[config.mk]
export PLATFORM = sky130hd
export DESIGN_NAME = frame_streamer
export DESIGN_NICKNAME = d
export VERILOG_FILES = /design/src/rtl/frame_streamer.sv
export SDC_FILE = /design/constraint.sdc
export NUM_CORES = 1
export LEC_CHECK = 0
export CAP_MARGIN = 15
export CORE_MARGIN = 2
export CORE_UTILIZATION = 41
export DETAILED_ROUTE_END_ITERATION = 10
export GPL_ROUTABILITY_DRIVEN = 0
export GPL_TIMING_DRIVEN = 0
export PLACE_DENSITY = 0.66
export SKIP_LAST_GASP = 1
export SYNTH_ARGS = -nofsm -noshare
export SYNTH_HDL_FRONTEND = slang
export SYNTH_SLANG_ARGS = --single-unit
[constraint.sdc]
create_clock -name clk -period 3.2 [get_ports clk]
set_input_delay 0.32 -clock clk [delete_from_list [all_inputs] [get_ports clk]]
set_output_delay 0.32 -clock clk [all_outputs]
set_load 0.01 [all_outputs]
[src/rtl/frame_streamer.sv]
`default_nettype none
// +----------------------------------------------------------------------------+
// | Module   : frame_streamer                                                  |
// | Purpose  : Streams one raster frame from a pixel memory (1-cycle read      |
// |            latency) onto an Avalon-ST source with a 2-entry output buffer. |
// | Options  : TEST_PATTERN_EN adds pattern_sel (sampled at start); when set,  |
// |            8 vertical RGB444 colour bars replace the memory data.          |
// | Revision : 1.0 - initial release                                           |
// +----------------------------------------------------------------------------+
module frame_streamer #(
  parameter int IMG_W  = 320,
  parameter int IMG_H  = 240,
  parameter int DATA_W = 12
) (
  input  logic              clk,
  input  logic              reset,
  input  logic              start,
`ifdef TEST_PATTERN_EN
  input  logic              pattern_sel,
`endif
  output logic [16:0]       rd_addr,
  output logic              rd_en,
  input  logic [DATA_W-1:0] rd_data,
  input  logic              ready_in,
  output logic              valid_out,
  output logic              startofpacket_out,
  output logic              endofpacket_out,
  output logic [DATA_W-1:0] data_out,
  output logic              busy,
  output logic              frame_done
);

  localparam logic [16:0] LAST_PIX = 17'(IMG_W * IMG_H - 1);

  typedef enum logic [1:0] {
    IDLE  = 2'd0,
    RUN   = 2'd1,
    FLUSH = 2'd2,
    DONE  = 2'd3
  } state_t;

  state_t            state_q, state_d;
  logic [16:0]       addr_q, addr_d;        // next read address
  logic [16:0]       beat_q, beat_d;        // index of the beat at the buffer head
  logic              inflight_q, inflight_d;
  logic [DATA_W-1:0] buf_q [2];
  logic [DATA_W-1:0] buf_d [2];
  logic              rd_ptr_q, rd_ptr_d;
  logic              wr_ptr_q, wr_ptr_d;
  logic [1:0]        count_q, count_d;
  logic [2:0]        room_used;
  logic [DATA_W-1:0] fill_data;
  logic              xfer;
  logic              issue;

  // Occupancy counts the entry leaving this cycle as already gone, which keeps
  // the pipe full at one beat per cycle while never overfilling the buffer.
  assign xfer      = valid_out && ready_in;
  assign room_used = 3'(count_q) + 3'(inflight_q) - 3'(xfer);
  assign issue     = (state_q == RUN) && (room_used < 3'd2);

  assign valid_out         = (count_q != 2'd0);
  assign data_out          = valid_out ? buf_q[rd_ptr_q] : '0;
  assign startofpacket_out = valid_out && (beat_q == 17'd0);
  assign endofpacket_out   = valid_out && (beat_q == LAST_PIX);
  assign rd_addr           = addr_q;
  assign busy              = (state_q != IDLE);
  assign frame_done        = (state_q == DONE);

`ifdef TEST_PATTERN_EN
  localparam int BAR_W = (IMG_W / 8 > 0) ? IMG_W / 8 : 1;

  logic              pat_mode_q, pat_mode_d;
  logic [16:0]       x_q, x_d;
  logic [DATA_W-1:0] pat_q, pat_d;
  logic [2:0]        bar;

  assign bar       = 3'(x_q / 17'(BAR_W));
  assign rd_en     = issue && !pat_mode_q;
  assign fill_data = pat_mode_q ? pat_q : rd_data;

  // Pattern generator mirrors the read timing: the pixel for column x becomes
  // available one cycle after its (suppressed) read would have been issued.
  always_comb begin
    pat_mode_d = pat_mode_q;
    x_d        = x_q;
    pat_d      = pat_q;
    if (state_q == IDLE && start) begin
      pat_mode_d = pattern_sel;
      x_d        = '0;
    end else if (issue) begin
      pat_d = DATA_W'({{4{bar[2]}}, {4{bar[1]}}, {4{bar[0]}}});
      x_d   = (x_q == 17'(IMG_W - 1)) ? 17'd0 : x_q + 17'd1;
    end
  end

  // Pattern state registers.
  always_ff @(posedge clk) begin
    if (reset) begin
      pat_mode_q <= 1'b0;
      x_q        <= '0;
      pat_q      <= '0;
    end else begin
      pat_mode_q <= pat_mode_d;
      x_q        <= x_d;
      pat_q      <= pat_d;
    end
  end
`else
  assign rd_en     = issue;
  assign fill_data = rd_data;
`endif

  // Next-state logic for the frame FSM, read address and output buffer.
  always_comb begin
    state_d    = state_q;
    addr_d     = addr_q;
    beat_d     = beat_q;
    inflight_d = issue;
    buf_d      = buf_q;
    rd_ptr_d   = rd_ptr_q;
    wr_ptr_d   = wr_ptr_q;
    count_d    = count_q + 2'(inflight_q) - 2'(xfer);

    // Read data returning now is written behind the head entry.
    if (inflight_q) begin
      buf_d[wr_ptr_q] = fill_data;
      wr_ptr_d        = ~wr_ptr_q;
    end
    if (xfer) begin
      rd_ptr_d = ~rd_ptr_q;
      beat_d   = (beat_q == LAST_PIX) ? 17'd0 : beat_q + 17'd1;
    end

    case (state_q)
      IDLE: begin
        addr_d = '0;
        beat_d = '0;
        if (start) state_d = RUN;
      end
      RUN: begin
        if (issue) begin
          if (addr_q == LAST_PIX) state_d = FLUSH;
          else                    addr_d  = addr_q + 17'd1;
        end
      end
      FLUSH: begin
        if (xfer && endofpacket_out) state_d = DONE;
      end
      DONE: begin
        addr_d  = '0;
        state_d = IDLE;
      end
      default: state_d = IDLE;
    endcase
  end

  // State registers; reset abandons the frame and drops any returning read.
  always_ff @(posedge clk) begin
    if (reset) begin
      state_q    <= IDLE;
      addr_q     <= '0;
      beat_q     <= '0;
      inflight_q <= 1'b0;
      buf_q[0]   <= '0;
      buf_q[1]   <= '0;
      rd_ptr_q   <= 1'b0;
      wr_ptr_q   <= 1'b0;
      count_q    <= '0;
    end else begin
      state_q    <= state_d;
      addr_q     <= addr_d;
      beat_q     <= beat_d;
      inflight_q <= inflight_d;
      buf_q      <= buf_d;
      rd_ptr_q   <= rd_ptr_d;
      wr_ptr_q   <= wr_ptr_d;
      count_q    <= count_d;
    end
  end

endmodule
`default_nettype wire

==> results of run 1 <==
-- layer usage --
metal  global-route usage  routed length (um)  vias to the layer above
met1                0.222                3480                     1321
met3               0.0616                 337                        9
li1                     -                   -                     1451
met5                    0                   0                        -
met2                0.289                3230                       50
met4               0.0455                  83                        0
-- cells by family (layout without fill, tap and decap cells) --
| family | count (synthesis) | after routing | synth area share |
|---|---|---|---|
| AO/OA/AOI/OAI | 63 | 63 | 0.121 |
| XOR/XNOR | 21 | 21 | 0.0584 |
| adder cells (fa/ha/maj) | 10 | 10 | 0.0421 |
| buffers and inverters | 30 | 95 | 0.0361 |
| flip-flops | 65 | 65 | 0.413 |
| multiplexers | 15 | 15 | 0.0481 |
| AND/OR/NAND/NOR | 180 | 180 | 0.282 |
-- worst max-delay path, cell delays in order --
cell	delay, ns
clkdlybuf4s50_1	0.48
o21ai_4	0.09
inv_1	0.10
ha_1	0.28
inv_1	0.04
ha_1	0.18
fa_1	0.37
xnor2_1	0.34
nor2_1	0.14
nand2_1	0.11
inv_1	0.04
dlygate4sd2_1	0.29
-- cell type report --
cell class / count / area (um^2)
inverters: 13 / 48.8
fillers: 707 / 3350
repair buffers: 50 / 497
well taps: 99 / 124
clock buffers: 13 / 159
plain buffers: 17 / 65.1
flip-flops and latches: 65 / 1300
clock inverters: 2 / 37.5
multi-input cells: 289 / 1750
-- worst paths after layout --
check        startpoint           to  slack (ns)  cells past startpoint
max            ready_in        rd_en         0.1                     12
min               reset   count_q[0]        0.32                      2
max reg2reg  count_q[1]  rd_addr[13]        0.21                     11
min reg2reg    buf_q[7]     buf_q[7]        0.46                      2
-- what timing repair did --
item / CTS / global route
gates resized for setup: 3 / 0
setup buffers: 1 / 0
setup endpoints to repair: 18 / 4
pin swaps: 2 / 0
-- power by group --
part	switching, mW	internal [mW]	leakage (nW)
Sequential	0.0567	0.877	0.525
Clock	0.303	0.399	0.0957
Combinational	0.545	0.356	0.710
Total	0.905	1.63	1.33
-- cell usage after synthesis (all sizes together), types with 8 or more instances --
library cell,number
a21oi,37
and3,9
clkbuf,14
dfxtp,65
ha,9
inv,13
mux2i,14
nand2,69
nand3,11
nand4,9
nor2,41
or4,10
xnor2,8
xor2,13
-- sequential cells by signal, indices dropped and copies added (netlist names) --
| name | cells |
|---|---|
| state_q | 2 |
| inflight_q | 1 |
| rd_addr | 17 |
| rd_ptr_q | 1 |
| wr_ptr_q | 1 |
| count_q | 2 |
| buf_q | 24 |
| beat_q | 17 |
-- through the flow --
stage,utilization,instances
after floorplan,-,384
after global placement,0.514,532
after detailed placement,0.514,532
after CTS,0.543,548
after global routing,0.543,548
final,0.543,548
==> flow_summary.toml, run 1 <==
[run_status]
status = "completed"

[detailed_routing]
drc = 0
wl_per_cell_um = 13.0
viasPerCell = 5.17
vias = 2831
final_antenna_net_count = 0
wl_um = 7130
drtIter0Drc = 94
first_pass_iters = 4

[global_routing]
grt_max_degree = 11
overflow = 0
grt_pass1_vias = 2748
grt_pass1_wl_um = 12200
track_usage = 0.177
antenna_found_initial = 0

[timing]
max_slew_margin = 0.477
fin_crit_sh = 0.970
fin_tns_setup_ns = 0
hold_ws_ns = 0.320
fmax_mhz = 322
rsz0062_at_grt = "yes"
worstMarginPinSlew_ns = 0.785
hold_viol_final = 0
setup_viol_count_final = 0
min_period_ns = 3.10
finClkSkew_ns = 0.00814
drv_slew = 0
fin_ws_ns = 0.0975

[min_path]
hold_path_class = "input port to flop"

[flow_run]
cap_viol_max_count = 0

[finish]
fin_nets = 471
area_delta_synth_final_pct = 26.3
layout_common_cells = "nand2_1 (69), dfxtp_1 (65), clkdlybuf4s50_1 (48), nor2_1 (41), a21oi_1 (37)"
fin_area_um2 = 3980
drive_above_1_share = 0.0601
diodes = 0
final_common_cell = "nand2_1"

[worst_setup_path]
required_ns = 2.88
start_kind = "input port"
crit_path_end_kind = "primary output"
cp_max_fo = 4
criticalPathCategory = "input port to primary output"
arrival_ns = 2.78

[logic_synthesis]
syn_inst = 384
synth_seq_cells = 65
synth_edf_count = 0
yosys.area.top_type = "dfxtp_1"
synth_fp_nets = 410
syn-cell-area_um2 = 3150
yosys.area.top_type_share = 0.413
synth_area_leaders = "dfxtp_1 (41%), nand2_1 (8.2%), a21oi_1 (5.9%), nor2_1 (4.9%), mux2i_1 (4.4%)"
synth_cell_types = 47
ys.flop_type = "dfxtp_1"
synth-async-reset-ratio = 0
yosys_warnings = 0
syn_avg_cell_area_um2 = 8.20
synth-seq-area-share = 0.413

[floorplan]
ioPinCount = 51
start_util = 0.430
rows = 31
die_h_um = 91.7
die_width_um = 91.7
die_area_um2 = 8400
core_area_um2 = 7330

[clock_network]
cts_tree = "yes"
cts_hold_buffers = 0
cts_made_buffers = 9
clk_pin_slew_ns = 0.07
cts-root-buf = "clkbuf_8"
cts_buffer_depth = 2
cts.sinks = 65
htreeDepth = 3
clk_latency_ns = 0.33

[power_and_ir_drop]
power_mw = 2.54
power_density_nw_per_um2 = 637
peakVddDrop_uv = 312
cellLeakagePower_nw = 1.33

[placement]
dp_hpwl_um = 5180
place_ws_ns = -0.472
port_buffers = 49
place_area_um2 = 3760
Power figures use the tool's default switching activity.
==> run 2: changes to the inputs <==
--- a/config.mk
+++ b/config.mk
@@ -8,10 +8,11 @@
 export CAP_MARGIN = 15
 export CORE_MARGIN = 2
 export CORE_UTILIZATION = 41
+export CTS_CLUSTER_SIZE = 24
 export DETAILED_ROUTE_END_ITERATION = 10
+export DONT_BUFFER_PORTS = 1
 export GPL_ROUTABILITY_DRIVEN = 0
 export GPL_TIMING_DRIVEN = 0
-export PLACE_DENSITY = 0.66
 export SKIP_LAST_GASP = 1
 export SYNTH_ARGS = -nofsm -noshare
 export SYNTH_HDL_FRONTEND = slang
==> flow_summary.toml, run 2 (synthesis gave the netlist of run 1 again) <==
[timing]
min_period_ns = 3.04
max_slew_margin = 0.473
fmax_mhz = 329
setup_viol_count_final = 0
fin_tns_setup_ns = 0
drv_slew = 0
finClkSkew_ns = 0.0106
hold_viol_final = 0
fin_crit_sh = 0.950
worstMarginPinSlew_ns = 0.790

[floorplan]
core_area_um2 = 7330
die_width_um = 91.7
rows = 31
ioPinCount = 51
start_util = 0.430
die_h_um = 91.7
die_area_um2 = 8400

[detailed_routing]
wl_um = 7140
final_antenna_net_count = 0
first_pass_iters = 4
vias = 2681
viasPerCell = 5.35
drc = 0
drtIter0Drc = 114
wl_per_cell_um = 14.3

[clock_network]
clk_latency_ns = 0.35
clk_pin_slew_ns = 0.08
cts-root-buf = "clkbuf_8"
cts_buffer_depth = 2
htreeDepth = 3
cts_hold_buffers = 0
cts_made_buffers = 9
cts_tree = "yes"
cts.sinks = 65

[worst_setup_path]
worstPathCellList = "o21ai_4 > inv_1 > ha_1 > inv_1 > ha_1 > fa_1 > nand2b_1 > o21ai_4 > nand3_4 > or4_1 > a21oi_1"
cp_slowest_cell = "fa_1"
r2r_cells = 11
crit_path_end_kind = "flop"
start_kind = "flop"
criticalPathCategory = "flop to flop"
max_stage_delay_ns = 0.50
required_ns = 3.47
cp_max_fo = 10
cp.depth = 11
arrival_ns = 3.31
crit_family = "adder cells"
crit_buf_inv = 2

[placement]
dp_hpwl_um = 5110
port_buffers = 0
place_area_um2 = 3270

[finish]
fin_area_um2 = 3520
final_common_cell = "nand2_1"
layout_common_cells = "nand2_1 (69), dfxtp_1 (65), nor2_1 (41), a21oi_1 (37)"
largest_reg_flops = 24
area_delta_synth_final_pct = 11.7
fin_nets = 423
diodes = 0
largest_register = "buf_q"
drive_above_1_share = 0.0846
final_util = 0.480

[global_routing]
antenna_found_initial = 0
grt_pass1_wl_um = 12000
track_usage = 0.181
overflow = 0
grt_pass1_vias = 2560
grt_max_degree = 13

[run_status]
status = "completed"

[power_and_ir_drop]
cellLeakagePower_nw = 1.16
peakVddDrop_uv = 310
power_density_nw_per_um2 = 703

[flow_run]
cap_viol_max_count = 0

[min_path]
hold_depth = 2
hold_path_class = "input port to flop"
run 2: cell types whose count changed in the layout (fill, tap and decap cells not counted), sizes merged:
cell           before  now
clkinvlp            1    2
clkdlybuf4s50      48    0
bufinv              1    0
inv                13   15
dlygate4sd2         1    0
clkbuf             27   26
clkinv              0    1
run 2: final cells by class:
type	instances	area, um^2
Inverter	13	48.8
Clock buffer	11	151
Buffer	17	66.3
Tap cell	99	124
Fill cell	741	3810
Sequential cell	65	1300
Clock inverter	5	37.5
Timing Repair Buffer	2	15.0
Multi-Input combinational cell	289	1780
run 2: power by group:
part	internal (mW)	switching [mW]
combinational	0.299	0.570
clock	0.327	0.340
sequential	0.876	0.0625
run 2: per-stage QoR:
stage,instances,worst slack [ns],hold WS (ns),power [mW]
floorplan,384,0.176,0.436,1.55
global placement,483,-0.214,0.441,1.72
detailed placement,483,-0.253,0.447,1.74
CTS,499,0.0203,0.0754,2.43
global route,501,-0.00885,0.0780,2.65
finish,501,0.159,0.0943,2.48
run 2: final timing paths:
kind | startpoint | to | slack (ns)
setup / recovery | count_q[1] | rd_addr[15] | 0.16
hold / removal | rd_data[9] | buf_q[21] | 0.09
setup reg to reg | count_q[1] | rd_addr[15] | 0.16
hold reg to reg | buf_q[19] | buf_q[19] | 0.46
run 2: worst register-to-register path: stages (launching register included):
cell	delay [ns]
dfxtp_1	0.39
o21ai_4	0.17
inv_1	0.11
ha_1	0.29
inv_1	0.04
ha_1	0.19
fa_1	0.51
nand2b_1	0.22
o21ai_4	0.25
nand3_4	0.16
or4_1	0.50
a21oi_1	0.16
run 2: layer usage:
layer	wire length [um]	track usage	up-vias
li1	-	-	1363
met1	3180	0.221	1244
met2	3370	0.292	65
met3	497	0.0748	9
met4	90	0.0568	0
met5	0	0	-
run 2: what timing repair did:
action                     4_1_cts  5_1_grt
pin swaps                        0        1
setup endpoints to repair       19       19
setup buffers                    0        2
gates cloned                     0        0
resized for setup                3        4
